`src/rtl/vga_sync_gen.sv`:
```
// vga_sync_gen: 640x480 @ 60 Hz VGA raster timing.
// Pixel divider, h/v counters, sync decode, strobes.
module vga_sync_gen #(
  parameter int CLK_DIV = 4,
  parameter int H_TOTAL = 800,
  parameter int H_SYNC  = 96,
  parameter int H_START = 144,
  parameter int H_END   = 783,
  parameter int V_TOTAL = 525,
  parameter int V_SYNC  = 2,
  parameter int V_START = 35,
  parameter int V_END   = 514
) (
  input  logic       clk,
  input  logic       rst,
  output logic       hSync,
  output logic       vSync,
  output logic       bright,
  output logic [9:0] hCount,
  output logic [9:0] vCount,
  output logic       pixel_en,
  output logic       line_tick,
  output logic       frame_tick
);

  localparam logic [3:0] DIV_LAST = 4'(CLK_DIV - 1);
  localparam logic [9:0] H_LAST   = 10'(H_TOTAL - 1);
  localparam logic [9:0] V_LAST   = 10'(V_TOTAL - 1);
  localparam logic [9:0] H_SYN_L  = 10'(H_SYNC);
  localparam logic [9:0] V_SYN_L  = 10'(V_SYNC);
  localparam logic [9:0] H_STA_L  = 10'(H_START);
  localparam logic [9:0] H_END_L  = 10'(H_END);
  localparam logic [9:0] V_STA_L  = 10'(V_START);
  localparam logic [9:0] V_END_L  = 10'(V_END);

  logic [3:0] div_cnt;
  logic       h_wrap;
  logic       v_wrap;

  // the last clk of a pixel is where counters advance
  assign pixel_en = (div_cnt == DIV_LAST);
  assign h_wrap   = pixel_en && (hCount == H_LAST);
  assign v_wrap   = h_wrap && (vCount == V_LAST);

  // pixel clock divider, 0..CLK_DIV-1
  always_ff @(posedge clk) begin
    if (rst)
      div_cnt <= '0;
    else if (pixel_en)
      div_cnt <= '0;
    else
      div_cnt <= div_cnt + 4'd1;
  end

  // horizontal position, one step per pixel
  always_ff @(posedge clk) begin
    if (rst)
      hCount <= '0;
    else if (h_wrap)
      hCount <= '0;
    else if (pixel_en)
      hCount <= hCount + 10'd1;
  end

  // vertical position, one step per line wrap
  always_ff @(posedge clk) begin
    if (rst)
      vCount <= '0;
    else if (v_wrap)
      vCount <= '0;
    else if (h_wrap)
      vCount <= vCount + 10'd1;
  end

  // strobes land in the first cycle of the new position
  always_ff @(posedge clk) begin
    if (rst) begin
      line_tick  <= 1'b0;
      frame_tick <= 1'b0;
    end else begin
      line_tick  <= h_wrap;
      frame_tick <= v_wrap;
    end
  end

  // sync and display window decoded from presented counters
  always_comb begin
    hSync  = (hCount >= H_SYN_L);
    vSync  = (vCount >= V_SYN_L);
    bright = (hCount >= H_STA_L) && (hCount <= H_END_L) &&
             (vCount >= V_STA_L) && (vCount <= V_END_L);
  end

endmodule

```
`config.mk`:
```
export PLATFORM = sky130hd
export DESIGN_NAME = vga_sync_gen
export DESIGN_NICKNAME = d
export VERILOG_FILES = /design/src/rtl/vga_sync_gen.sv
export SDC_FILE = /design/constraint.sdc
export NUM_CORES = 1
export LEC_CHECK = 0
export ABC_AREA = 0
export BUFFER_PORTS_ARGS = -buffer_cell sky130_fd_sc_hd__buf_2
export CAP_MARGIN = 15
export CORE_MARGIN = 5
export CORE_UTILIZATION = 30
export CTS_BUF_LIST = sky130_fd_sc_hd__clkbuf_8
export DETAILED_ROUTE_END_ITERATION = 6
export PLACE_DENSITY = 0.48
export SYNTH_ARGS = -nofsm -noshare
export SYNTH_HDL_FRONTEND = slang
export SYNTH_SLANG_ARGS = --single-unit
```
`constraint.sdc`:
```
create_clock -name clk -period 3 [get_ports clk]
set_clock_uncertainty 0.15 [all_clocks]
set_input_delay 0.3 -clock clk [delete_from_list [all_inputs] [get_ports clk]]
set_output_delay 0.3 -clock clk [all_outputs]
set_load 0.05 [all_outputs]
```
Yosys cells after proc, flatten, opt, wreduce, memory -nomap -nowiden
Cells that the tools add are included.
{"block": "totals", "register_bits": 26, "in_bits": 2, "out_inout_bits": 26, "wordCells": 25}
{"block": "classes", "addsub": 3, "n_lt_le_gt_ge": 6, "n_eq_ne": 3, "n_reduce_logical": 8}
{"operator": "adder 10 x 1 -> 10 bit (second input constant)", "count": 2}
{"operator": "equality test 10 bit (second input constant)", "count": 2}
{"operator": "<= comparator 10 bit (second input constant)", "count": 2}
{"operator": ">= comparator 10 x 2 -> 1 bit (second input constant)", "count": 1}
{"operator": ">= comparator 10 x 6 -> 1 bit (second input constant)", "count": 1}
{"operator": ">= comparator 10 x 7 -> 1 bit (second input constant)", "count": 1}
{"operator": ">= comparator 10 x 8 -> 1 bit (second input constant)", "count": 1}
{"operator": "OR reduction 2 bit", "count": 3}
{"operator": "logical AND 1 bit", "count": 5}
{"operator": "adder 4 x 1 -> 4 bit (second input constant)", "count": 1}
{"operator": "equality test 4 x 2 -> 1 bit (second input constant)", "count": 1}

Logic depth before layout (Yosys ltp)
{"block": "logic_depth", "depth_word": 4, "depth_mapped": 6, "mapped_depth_nobuf": 6}

Least setup slack after synthesis
OpenSTA, ideal clock, no wires.
{"block": "synth_timing", "path_type": "reg2out", "start": "reg vCount[1]", "end": "out bright", "arrival_time_ns": 2.455, "required_ns": 2.550, "setup_slack_ns": 0.095, "path_stages_with_launch": 6, "n_path_buf": 0, "cell_sequence": "dfxtp_1 -> ha_1 -> o41ai_1 -> a21oi_1 -> a31oi_1 -> nor3_1"}
{"block": "synth_between", "elab_chain_cells": 3, "word_cells_on_any_way": 4, "cone_classes": "2 x order compare; 2 x reduce/logical"}
{"item": "start, declared", "line_no": "20", "source": "output logic [9:0] vCount,"}
{"item": "start signal, assigned", "line_no": "72", "source": "vCount <= vCount + 10'd1;"}
{"item": ">= comparator 10 x 6 -> 1 bit", "line_no": "91", "source": "(vCount >= V_STA_L) && (vCount <= V_END_L);"}
{"item": "logical AND 1 bit", "line_no": "90", "source": "bright = (hCount >= H_STA_L) && (hCount <= H_END_L) &&"}
{"item": "logical AND 1 bit *", "line_no": "91"}
{"item": "end, declared", "line_no": "18", "source": "output logic bright,"}
Every way passes the cells marked *; elsewhere a longest branch is shown, timed or not.

Worst setup path in the final report
{"block": "layout_timing", "start": "reg vCount[6]", "end": "out bright"}
The elaborated chain is that of the path after synthesis.

==> flow_summary.html <==
<table>
<tr><th>Metric</th><th>Value</th></tr>
<tr><th colspan="2">Status</th></tr>
<tr><td>Outcome</td><td>complete, no violations</td></tr>
<tr><th colspan="2">Power</th></tr>
<tr><td>Fraction of power consumed by sequential logic</td><td>52.3%</td></tr>
<tr><td>Switching share of total power</td><td>between 20% and 30%</td></tr>
<tr><td>Pwr/cell area</td><td>415 nW/um^2</td></tr>
<tr><td>Clock network power share</td><td>a little over two fifths</td></tr>
<tr><td>Power share of the combinational group</td><td>4.3%</td></tr>
<tr><td>Switching power of the nets</td><td>0.140 mW</td></tr>
<tr><td>Worst supply voltage drop on vdd</td><td>approximately 170 uV</td></tr>
<tr><td>Lkg Pwr</td><td>~0.63 nW</td></tr>
<tr><td>Internal power contribution</td><td>roughly 0.54 mW</td></tr>
<tr><td>Total power</td><td>0.675 mW</td></tr>
<tr><th colspan="2">Setup path</th></tr>
<tr><td>Cell-by-cell listing of the critical path</td><td>nor3_1 &gt; and3_1 &gt; a31oi_1 &gt; nor3_1 &gt; buf_2</td></tr>
<tr><td>Biggest fanout along the worst timing path</td><td>7</td></tr>
<tr><td>Most Frequent Cell on Critical Path</td><td>sky130_fd_sc_hd__nor3_1</td></tr>
<tr><td>Kind of end point of the critical path</td><td>primary output</td></tr>
<tr><td>Slowest Stage Delay on Critical Path</td><td>520 ps</td></tr>
<tr><td>Critical Setup Path Class</td><td>flop to primary output</td></tr>
<tr><td>Arrival time worst endpoint</td><td>between 2000 and 2500 ps</td></tr>
<tr><td>Max stage delay cell, worst path</td><td>sky130_fd_sc_hd__nor3_1</td></tr>
<tr><td>Required time reported for the critical path endpoint</td><td>2550 ps</td></tr>
<tr><td>Startpoint types</td><td>flop</td></tr>
<tr><th colspan="2">Drt</th></tr>
<tr><td>Via-per-instance ratio</td><td>between 5 and 6</td></tr>
<tr><td>Total routed wirelength</td><td>3.32 mm</td></tr>
<tr><td>Vias</td><td>1252</td></tr>
<tr><td>1st-pass router iterations</td><td>4</td></tr>
<tr><td>Iteration-0 DRC Markers</td><td>74</td></tr>
<tr><td>WL/cell</td><td>13.7 um</td></tr>
<tr><td>DRC violation count after routing</td><td>0</td></tr>
<tr><td>Post-route antenna net violation count</td><td>0</td></tr>
<tr><th colspan="2">Layout</th></tr>
<tr><td>Fraction of final layout cells sized beyond drive strength 1</td><td>20.9%</td></tr>
<tr><td>Net count reported at finish</td><td>200</td></tr>
<tr><td>Filler cell count in the final layout</td><td>477</td></tr>
<tr><td>Number of antenna cells inserted</td><td>0</td></tr>
<tr><td>Area growth from synthesis to layout</td><td>16.5%</td></tr>
<tr><th colspan="2">Timing</th></tr>
<tr><td>Finish-stage setup viols</td><td>0</td></tr>
<tr><td>Fin worst setup slack</td><td>about 480 ps</td></tr>
<tr><td>RSZ-0062 raised after global routing</td><td>false</td></tr>
<tr><td>Min Hold Slack</td><td>288 ps</td></tr>
<tr><td>Fin. Hold Viols</td><td>0</td></tr>
<tr><td>Final Slew Violations</td><td>0</td></tr>
<tr><td>Worst max-slew margin expressed relative to the limit</td><td>61.6%</td></tr>
<tr><td>Ratio of final minimum period to clock period</td><td>83.9%</td></tr>
<tr><td>Least-Margin Pin Slew</td><td>572 ps</td></tr>
<tr><td>Maximum clock frequency</td><td>about 400 MHz</td></tr>
<tr><td>Final critical-path required period</td><td>approximately 2500 ps</td></tr>
<tr><td>Setup TNS</td><td>0 ps</td></tr>
<tr><th colspan="2">Clock tree</th></tr>
<tr><td>Clock transition at the registers of the reported paths</td><td>around 100 ps</td></tr>
<tr><td>Number of buffers inserted by post-CTS setup repair</td><td>0</td></tr>
<tr><td>Largest buffer count on any clock path</td><td>2</td></tr>
<tr><td>Clock tree sinks</td><td>26</td></tr>
<tr><td>Number of hold-repair buffers added at the cts stage</td><td>0</td></tr>
<tr><td>TritonCTS Buffers</td><td>3</td></tr>
<tr><td>Count of instances resized after the clock tree is built</td><td>0</td></tr>
<tr><td>Clock Root Buffer</td><td>sky130_fd_sc_hd__clkbuf_8</td></tr>
<tr><td>TritonCTS clock tree</td><td>done</td></tr>
<tr><td>Later-pin clock latency in the skew report</td><td>270 ps</td></tr>
<tr><td>Count of H-tree levels built during CTS</td><td>1</td></tr>
<tr><th colspan="2">Floorplan</th></tr>
<tr><td>Initial core utilization</td><td>31.4%</td></tr>
<tr><td>Area of the core region</td><td>between 4000 and 5000 um^2</td></tr>
<tr><td>Die Wd</td><td>78.3 um</td></tr>
<tr><td>Overall die height</td><td>78.3 um</td></tr>
<tr><td>Standard-cell rows</td><td>24</td></tr>
<tr><td>Die outline area</td><td>6120 um^2</td></tr>
<tr><td>Number of ports placed on the die boundary</td><td>28</td></tr>
<tr><th colspan="2">GRT</th></tr>
<tr><td>Number of antenna violations at the first check in global routing</td><td>0</td></tr>
<tr><td>Overall fraction of global-route tracks in use</td><td>11.3%</td></tr>
<tr><td>Wire length of the first global-routing pass</td><td>approximately 5.7 mm</td></tr>
<tr><td>Sum of overflow across all layers after global routing</td><td>0</td></tr>
<tr><td>Pin count of the biggest net entering global routing</td><td>26</td></tr>
<tr><td>Number of global-route vias before repair</td><td>1236</td></tr>
<tr><th colspan="2">Synthesis</th></tr>
<tr><td>Number of enable-type register cells in the synthesized netlist</td><td>0</td></tr>
<tr><td>Main flop type after synthesis</td><td>sky130_fd_sc_hd__dfxtp_1</td></tr>
<tr><td>Share of Yosys cell area claimed by the top area cell type</td><td>37.2%</td></tr>
<tr><td>Syn. warnings</td><td>0</td></tr>
<tr><td>Gate count of the mapped netlist</td><td>between 150 and 200</td></tr>
<tr><td>Seq/Total Area, Yosys</td><td>37.2%</td></tr>
<tr><td>Post-synth top cells</td><td>sky130_fd_sc_hd__dfxtp_1, sky130_fd_sc_hd__nor2_1, sky130_fd_sc_hd__nand2_1, sky130_fd_sc_hd__nor3_1, sky130_fd_sc_hd__inv_1</td></tr>
<tr><td>Async SR Flop Fraction</td><td>0%</td></tr>
<tr><td>Cell types with the largest area share after synthesis</td><td>sky130_fd_sc_hd__dfxtp_1, sky130_fd_sc_hd__nor2_1, sky130_fd_sc_hd__ha_1</td></tr>
<tr><td>Summed instance area of the synthesized netlist</td><td>1400 um^2</td></tr>
<tr><td>Synthesized netlist net count</td><td>173</td></tr>
<tr><td>Number of distinct library cells after synthesis</td><td>38</td></tr>
<tr><td>Cell taking the most area after synthesis</td><td>sky130_fd_sc_hd__dfxtp_1</td></tr>
<tr><td>Cell with the most instances after synthesis</td><td>sky130_fd_sc_hd__dfxtp_1</td></tr>
<tr><td>Post-synthesis sequential element count</td><td>26</td></tr>
<tr><td>Average footprint of a synthesized cell</td><td>8.47 um^2</td></tr>
<tr><th colspan="2">Worst hold path</th></tr>
<tr><td>Min-delay worst type</td><td>input port to flop</td></tr>
<tr><th colspan="2">Placed design</th></tr>
<tr><td>Post-Place Setup Slack</td><td>between 700 and 800 ps</td></tr>
<tr><td>Number of port buffers</td><td>27</td></tr>
<tr><td>Gpl congestion</td><td>between 0.8 and 0.9</td></tr>
<tr><td>DPL Wire Length</td><td>2.54 mm</td></tr>
<tr><th colspan="2">Job</th></tr>
<tr><td>Max-cap violations</td><td>0</td></tr>
</table>
cell type report:
class | count | area [um^2] | share of cell area, %
sequential | 26 | 520 | 32.0
tap | 52 | 65.1 | 4.00
inverter | 12 | 45.0 | 2.77
timing repair buffer | 27 | 135 | 8.30
multi-input combinational | 122 | 791 | 48.6
clock buffer | 3 | 41.3 | 2.54
clock inverter | 1 | 30.0 | 1.84
cells by family after synthesis:
| logic type | share of synthesized area, % |
|---|---|
| simple gates | 32.1 |
| flops | 37.2 |
| compound gates | 12.0 |
| buf+inv | 6.18 |
| xor+xnor | 5.64 |
| fa+ha+maj | 5.37 |
| mux | 1.52 |
per-stage QoR:
step / std cells / instance area (um^2) / utilization [%]
2_1_floorplan: 165 / 1400 / -
3_3_place_gp: 239 / 1560 / 35.0
3_5_place_dp: 239 / 1560 / 35.0
4_1_cts: 243 / 1630 / 36.6
5_1_grt: 243 / 1630 / 36.6
6_report: 243 / 1630 / 36.6
path summary, 6_finish.rpt:
check	endpoint	depth (start not counted)	startpoint	slack (ps)
worst max-delay path	bright	5	vCount[6]	480
worst max register to register	hCount[8]	5	hCount[0]	810
worst min register to register	div_cnt[0]	1	div_cnt[0]	310
worst min-delay path	hCount[4]	2	rst	290
worst max-delay path: cells and delay by family, from the launching register on:
kind | cells | cell delay [ps]
simple gates | 3 | 1010
flops | 1 | 370
buf+inv | 1 | 300
compound gates | 1 | 120
layout by cell type (no fill, tap or decap), types with 4 or more instances in the layout:
master                    instances
sky130_fd_sc_hd__a21oi_1          8
sky130_fd_sc_hd__a32o_1           4
sky130_fd_sc_hd__buf_2           27
sky130_fd_sc_hd__dfxtp_1         26
sky130_fd_sc_hd__ha_1             6
sky130_fd_sc_hd__inv_1           11
sky130_fd_sc_hd__nand2_1         14
sky130_fd_sc_hd__nand3_1          8
sky130_fd_sc_hd__nand4_1          4
sky130_fd_sc_hd__nor2_1          21
sky130_fd_sc_hd__nor3_1          14
sky130_fd_sc_hd__o21ai_0          4
sky130_fd_sc_hd__xnor2_1          5
sky130_fd_sc_hd__xor2_1           4
sequential cells by signal, summed over array words and instances (netlist names):
register    cells
hCount         10
vCount         10
div_cnt         4
frame_tick      1
line_tick       1
power by group through the flow:
stage | clock network (mW) | logic (mW) | registers [mW]
4_1_cts | 0.301 | 0.0296 | 0.353
2_1_floorplan | 0 | 0.0197 | 0.364
3_5_place_dp | 0 | 0.0296 | 0.361
5_1_grt | 0.315 | 0.0328 | 0.354
6_report | 0.293 | 0.0290 | 0.353
3_3_place_gp | 0 | 0.0292 | 0.361
routing by layer:
layer,global-route usage [%],share of wire (%)
met1,14.4,48
met3,3.20,5.4
met5,0,0
met2,18.4,45
met4,3.85,1.2
Note: power is estimated with default switching activity, not from simulation.
